--- src/rtl/labyrinth_pkg.sv ---
// Shared definitions for the labyrinth game: one-hot movement codes and the
// direction-state encoding used by the tilt encoder.
package labyrinth_pkg;

  localparam logic [3:0] DirNone  = 4'b0000;
  localparam logic [3:0] DirUp    = 4'b0001;
  localparam logic [3:0] DirDown  = 4'b0010;
  localparam logic [3:0] DirLeft  = 4'b0100;
  localparam logic [3:0] DirRight = 4'b1000;

  typedef enum logic [2:0] {
    StNone,
    StUp,
    StDown,
    StLeft,
    StRight
  } move_state_e;

  // One-hot movement code for a direction state.
  function automatic logic [3:0] dir_of(move_state_e st);
    logic [3:0] dir;
    dir = DirNone;
    case (st)
      StUp:    dir = DirUp;
      StDown:  dir = DirDown;
      StLeft:  dir = DirLeft;
      StRight: dir = DirRight;
      default: dir = DirNone;
    endcase
    return dir;
  endfunction

endpackage

--- src/rtl/tilt_averager.sv ---
// Block averager for one accelerometer axis: sums 2^AVG_SHIFT signed samples
// and registers the floored mean, pulsing ready with the new value.
module tilt_averager #(
  parameter int unsigned ACC_WIDTH = 12,
  parameter int unsigned AVG_SHIFT = 2
) (
  input  logic                        clk,
  input  logic                        reset,
  input  logic signed [ACC_WIDTH-1:0] sample,
  input  logic                        valid,
  output logic signed [ACC_WIDTH-1:0] tilt,
  output logic                        ready
);

  localparam int unsigned SumW = ACC_WIDTH + AVG_SHIFT;
  localparam int unsigned CntW = AVG_SHIFT + 1;
  localparam logic [CntW-1:0] CntLast = CntW'((1 << AVG_SHIFT) - 1);

  logic signed [SumW-1:0]      acc_q;
  logic signed [SumW-1:0]      sum;
  logic [CntW-1:0]             cnt_q;
  logic signed [ACC_WIDTH-1:0] tilt_q;
  logic                        ready_q;

  // Running sum including the sample presented this cycle (sign-extended).
  assign sum = acc_q + SumW'(sample);

  // Accumulate samples; on the last one of a window publish the mean and restart.
  always_ff @(posedge clk or posedge reset) begin
    if (reset) begin
      acc_q   <= '0;
      cnt_q   <= '0;
      tilt_q  <= '0;
      ready_q <= 1'b0;
    end else begin
      ready_q <= 1'b0;
      if (valid) begin
        if (cnt_q == CntLast) begin
          // Arithmetic shift floors toward minus infinity; the mean always fits.
          tilt_q  <= ACC_WIDTH'(sum >>> AVG_SHIFT);
          acc_q   <= '0;
          cnt_q   <= '0;
          ready_q <= 1'b1;
        end else begin
          acc_q <= sum;
          cnt_q <= cnt_q + CntW'(1);
        end
      end
    end
  end

  assign tilt  = tilt_q;
  assign ready = ready_q;

endmodule

--- src/rtl/tilt_move_encoder.sv ---
// Turns averaged accelerometer tilt into a one-hot movement command with a
// dead-zone/hysteresis direction FSM, refreshed on a periodic update strobe.
module tilt_move_encoder
  import labyrinth_pkg::*;
#(
  parameter int unsigned CLK_FREQUENCY_HZ       = 100000000,
  parameter int unsigned UPDATE_FREQUENCY_HZ    = 30,
  parameter int unsigned CNTR_WIDTH             = 32,
  parameter int unsigned SIMULATE               = 0,
  parameter int unsigned SIMULATE_FREQUENCY_CNT = 5,
  parameter int unsigned ACC_WIDTH              = 12,
  parameter int unsigned AVG_SHIFT              = 2,
  parameter int unsigned DEAD_ZONE              = 100,
  parameter int unsigned HYST                   = 40
) (
  input  logic                        clk,
  input  logic                        reset,
  input  logic signed [ACC_WIDTH-1:0] accel_x,
  input  logic signed [ACC_WIDTH-1:0] accel_y,
  input  logic                        accel_valid,
  output logic [3:0]                  movement,
  output logic                        update,
  output logic signed [ACC_WIDTH-1:0] tilt_x,
  output logic signed [ACC_WIDTH-1:0] tilt_y,
  output logic                        avg_ready
);

  localparam int unsigned Period = (SIMULATE != 0) ? SIMULATE_FREQUENCY_CNT
                                                   : CLK_FREQUENCY_HZ / UPDATE_FREQUENCY_HZ;
  localparam logic [CNTR_WIDTH-1:0] CntLast = CNTR_WIDTH'(Period - 1);

  // Two spare bits: one for |-2^(W-1)|, one to keep d + HYST from overflowing.
  localparam int unsigned CmpW = ACC_WIDTH + 2;
  localparam logic signed [CmpW-1:0] DeadZoneCmp = CmpW'(DEAD_ZONE);
  localparam logic signed [CmpW-1:0] HystCmp     = CmpW'(HYST);
  localparam logic signed [CmpW-1:0] EnterCmp    = CmpW'(DEAD_ZONE + HYST);

  logic ready_x, ready_y;

  tilt_averager #(
    .ACC_WIDTH(ACC_WIDTH),
    .AVG_SHIFT(AVG_SHIFT)
  ) u_avg_x (
    .clk   (clk),
    .reset (reset),
    .sample(accel_x),
    .valid (accel_valid),
    .tilt  (tilt_x),
    .ready (ready_x)
  );

  tilt_averager #(
    .ACC_WIDTH(ACC_WIDTH),
    .AVG_SHIFT(AVG_SHIFT)
  ) u_avg_y (
    .clk   (clk),
    .reset (reset),
    .sample(accel_y),
    .valid (accel_valid),
    .tilt  (tilt_y),
    .ready (ready_y)
  );

  // Both axes share the strobe, so their ready pulses coincide.
  assign avg_ready = ready_x & ready_y;

  move_state_e            state_q, state_d, cand;
  logic signed [CmpW-1:0] tx, ty, mx, my, strength, drive;
  logic                   y_dom, keep;

  assign tx = CmpW'(tilt_x);
  assign ty = CmpW'(tilt_y);

  // Direction state register.
  always_ff @(posedge clk or posedge reset) begin
    if (reset) begin
      state_q <= StNone;
    end else begin
      state_q <= state_d;
    end
  end

  // Pick the dominant candidate and apply dead-zone/hysteresis once per window.
  always_comb begin
    mx       = tx[CmpW-1] ? -tx : tx;
    my       = ty[CmpW-1] ? -ty : ty;
    y_dom    = (my >= mx);
    strength = y_dom ? my : mx;
    cand     = y_dom ? (ty[CmpW-1] ? StUp : StDown) : (tx[CmpW-1] ? StLeft : StRight);

    drive = '0;
    case (state_q)
      StUp:    drive = -ty;
      StDown:  drive = ty;
      StLeft:  drive = -tx;
      StRight: drive = tx;
      default: drive = '0;
    endcase

    keep = (state_q != StNone) && (drive > DeadZoneCmp) &&
           !((cand != state_q) && (strength >= drive + HystCmp));

    state_d = state_q;
    if (avg_ready) begin
      if (keep) begin
        state_d = state_q;
      end else if (strength > EnterCmp) begin
        state_d = cand;
      end else begin
        state_d = StNone;
      end
    end
  end

  logic [CNTR_WIDTH-1:0] cnt_q, cnt_d;
  logic [3:0]            movement_q;
  logic                  update_q;

  assign cnt_d = (cnt_q == CntLast) ? '0 : cnt_q + CNTR_WIDTH'(1);

  // Prescaler: movement is loaded on entry to the terminal count so it is
  // already settled for a full cycle when update rises after it.
  always_ff @(posedge clk or posedge reset) begin
    if (reset) begin
      cnt_q      <= '0;
      movement_q <= DirNone;
      update_q   <= 1'b0;
    end else begin
      cnt_q    <= cnt_d;
      update_q <= (cnt_q == CntLast);
      if (cnt_d == CntLast) begin
        movement_q <= dir_of(state_q);
      end
    end
  end

  assign movement = movement_q;
  assign update   = update_q;

endmodule

--- config.mk ---
export PLATFORM = sky130hd
export DESIGN_NAME = tilt_move_encoder
export DESIGN_NICKNAME = d
export VERILOG_FILES = /design/src/rtl/labyrinth_pkg.sv /design/src/rtl/tilt_averager.sv /design/src/rtl/tilt_move_encoder.sv
export SDC_FILE = /design/constraint.sdc
export NUM_CORES = 1
export LEC_CHECK = 0
export ABC_AREA = 1
export BUFFER_PORTS_ARGS = -buffer_cell sky130_fd_sc_hd__buf_2
export CORE_ASPECT_RATIO = 1.2
export CORE_MARGIN = 5
export CORE_UTILIZATION = 30
export DETAILED_ROUTE_END_ITERATION = 10
export PLACE_DENSITY_LB_ADDON = 0.25
export SETUP_SLACK_MARGIN = 0.02
export SLEW_MARGIN = 20
export SYNTH_ARGS = -nofsm -noshare
export SYNTH_HDL_FRONTEND = slang
export SYNTH_SLANG_ARGS = --single-unit
--- constraint.sdc ---
create_clock -name clk -period 4.8 [get_ports clk]
set_input_delay 0.48 -clock clk [delete_from_list [all_inputs] [get_ports clk]]
set_output_delay 0.48 -clock clk [all_outputs]
set_load 0.02 [all_outputs]
==> flow_summary.toml <==
[status]
outcome = "complete, no violations"

[layout]
layout_nets = 1211
multi_input_comb_area_um2 = 4650
synthToLayoutAreaGrowth_pct = 15.6
seq_area_um2 = 2510
n_fill_cell = 2749
antennaDiodeCount = 0
finish.cell_count_without_fillers = 1455
share_of_cells_above_drive_strength_1_pct = 15.4
post-route-cell-area_um2 = 8930

[placed_design]
dp_cells = 1435
globalplace.congestion = 0.883
hpwlAfterDp_um = 17800
place_area_um2 = 8490
io_buffers = 56

[synth]
synth-async-reset-ratio_pct = 100
synth-edff-count = 0
postSynthNetCount = 1135
synth_xor_area_share_pct = 6.01
main_synth_ff_type = "dfrtp_1"
ys_ff_latch = 100
count_leader_synth = "nand2_1"
post_synth_num_cell_types = 55
synth.largest_area_cell = "dfrtp_1"
yosys_warnings = 0
dominant_combinational_cell_family_by_area_after_synthesis = "simple AND/OR/NAND/NOR gates"
synthSimpleGateAreaFrac_pct = 27.9
synth_fa_ha_area_share_pct = 10.4
synth_top_cells_by_count = "nand2_1 (227), inv_1 (141), dfrtp_1 (100)"
post_synth_mux_area_share_pct = 0
synth.top_cell.area_share_pct = 32.4
ys_top_cells_by_area = "dfrtp_1 (32%), nand2_1 (11%), ha_1 (9.9%), inv_1 (6.9%), xor2_1 (4.8%)"
synth_compound_area_share_pct = 14.5
synth_seq_area_share_pct = 32.4
cells_after_synthesis = 1045
syn_area_per_cell_um2 = 7.39
synth.cell_area_um2 = 7720

[cts]
clock_network_latency_to_the_later_pin_of_the_worst_skew_pair_ns = 0.36
htreeDepth = 3
cts_max_path_buffers = 2
total_number_of_clock_tree_sinks = 100
tritoncts.num_buffers = 9
cts_root_buffer = "clkbuf_16"
cts-hold-fix-buffers = 0
cts_tree = "yes"
worst_setup_hold_path_clk_slew_ns = 0.07

[drt]
route.detailed.wl_per_inst_um = 15.4
drtPass1Iterations = 5
route.detailed.drc = 0
antenna_left = 0
route.final.wire_length_um = 22400
route.detailed.vias_per_inst = 4.87
via_count = 7087
drt_first_iter_violations = 336

[grt]
grt_util_all_layers_pct = 15.7
grt_max_degree = 78
grt_remaining_overflow = 0
first_global_vias = 7041
grt_pass1_wl_um = 36400
antenna_violations_before_repair = 1

[timing]
timing.final.max_slew_violations = 0
clk_skew_ns = 0.00873
layout_min_cycle_time_ns = 4.39
min_period_over_period_pct = 91.4
timing_worst_slew_pin_value_ns = 0.884
holdWs_ns = 0.250
timing.max_slew.rel_slack_pct = 40.7
totalNegativeSetupSlack_ns = 0
rsz0062_at_grt = "false"
maxClockFrequency_mhz = 228
finalSetupViolations = 0
timing.final.hold_violations = 0

[die]
core_um2 = 25500
io-pin-count = 57
die_w_um = 156
floorplan.die_area_um2 = 29100
initial_core_util_pct = 30.3
die_height_um = 186
fp-row-count = 64

[critical_path]
worst_path_max_delay_cell = "dfrtp_1"
worst-endpoint-required_ns = 5.04
critical-path-top-cell-by-count = "nand2_1"
end_kind = "register"
critPathLaunchType = "register"
timing.critical_path.slowest_cell_delay_ns = 0.43
cp_max_fo = 7
setup.worst_path.class = "register to register"
critical_path_arrival_ns = 4.63

[power]
worst_vdd_drop_mv = 0.269
static-leakage-power_nw = 4.42
p_per_area_nw_per_um2 = 722

[run]
maxCapViolations = 0

[hold_path]
hold_class = "primary input to asynchronous set/reset pin"
stage by stage:
stage	total power, W	util, %	worst slack (ns)
2_1_floorplan	0.00444	-	0.489
5_1_grt	0.00716	35.1	0.00422
3_5_place_dp	0.00556	33.4	0.0746
4_1_cts	0.00631	34.4	0.0546
6_report	0.00645	35.1	0.411
3_3_place_gp	0.00554	33.4	0.157
kinds of logic (layout without fill, tap and decap cells):
family / count (synthesis) / count (layout)
simple gates: 470 / 471
compound gates: 186 / 186
buf+inv: 173 / 252
flops: 100 / 100
fa+ha+maj: 63 / 63
xor+xnor: 53 / 53
worst max-delay path: cells and delay by family (launching register included):
| kind | cells | cell delay (ns) |
|---|---|---|
| AO/OA/AOI/OAI | 2 | 0.35 |
| AND/OR/NAND/NOR | 21 | 2.15 |
| buffers and inverters | 4 | 0.31 |
| adder cells (fa/ha/maj) | 4 | 1.03 |
| flip-flops | 1 | 0.43 |
flip-flops by register name (all words and copies together) (netlist names):
| signal | flops |
|---|---|
| movement | 4 |
| u_avg_x.ready | 1 |
| u_avg_y.ready | 1 |
| u_avg_y.cnt_q | 3 |
| update | 1 |
| cnt_q | 32 |
| u_avg_x.acc_q | 14 |
| u_avg_x.tilt | 12 |
| u_avg_y.acc_q | 14 |
| u_avg_y.tilt | 12 |
| state_q | 3 |
| u_avg_x.cnt_q | 3 |
cell type report:
| class | instances | area share, % |
|---|---|---|
| multi-input combinational | 773 | 52.1 |
| clock buffer | 9 | 2.52 |
| inverter | 153 | 6.49 |
| clock inverter | 6 | 0.547 |
| tap | 330 | 4.62 |
| sequential | 100 | 28.1 |
| timing repair buffer | 84 | 5.63 |
per-layer routing:
| layer | share of wire, % | track usage, % | wire length (um) | up-vias |
|---|---|---|---|---|
| li1 | - | - | - | 3624 |
| met1 | 44 | 19.4 | 9790 | 3302 |
| met2 | 49 | 27.5 | 11100 | 124 |
| met3 | 4.0 | 2.95 | 897 | 35 |
| met4 | 2.8 | 5.35 | 627 | 2 |
| met5 | 0.058 | 0 | 13 | - |
cell usage in the layout, fill, tap and decap left out, types with 7 or more instances in the layout:
cell,count
buf_2,56
buf_4,27
nand2_2,9
nor2_1,93
nor2_2,11
nand3_2,7
nand2_1,226
o22ai_1,10
ha_1,57
xnor2_1,11
clkbuf_16,9
nor3_1,15
nand4_1,16
o21ai_0,62
dfrtp_1,97
nand3_1,51
xor2_1,42
inv_2,12
a21oi_1,35
o21bai_1,7
nor2_4,7
inv_1,139
nor4_1,11
a22o_1,21
o21ai_1,22
where the power goes:
group          switching, W  internal [W]
Sequential         0.000240       0.00110
Combinational       0.00280       0.00160
Clock              0.000353      0.000355
Total               0.00340       0.00305
path summary, 6_finish.rpt:
path | from | end | slack (ns) | depth (start not counted)
hold / removal | reset | u_avg_x.acc_q[9] | 0.25 | 2
min in group clk | accel_valid | u_avg_y.cnt_q[1] | 0.47 | 3
hold reg to reg | u_avg_y.cnt_q[1] | u_avg_y.cnt_q[1] | 0.48 | 2
max in group asynchronous | reset | u_avg_y.tilt[9] | 3.72 | 3
setup reg to reg | u_avg_y.tilt[0] | state_q[0] | 0.41 | 31
setup / recovery | u_avg_y.tilt[0] | state_q[0] | 0.41 | 31
what timing repair did:
action,in CTS,in global routing
setup buffers,0,4
hold endpoints to repair,0,0
endpoints found under the setup margin,0,3
gates resized for setup,0,30
No activity file was read; power rests on OpenSTA's default activity.
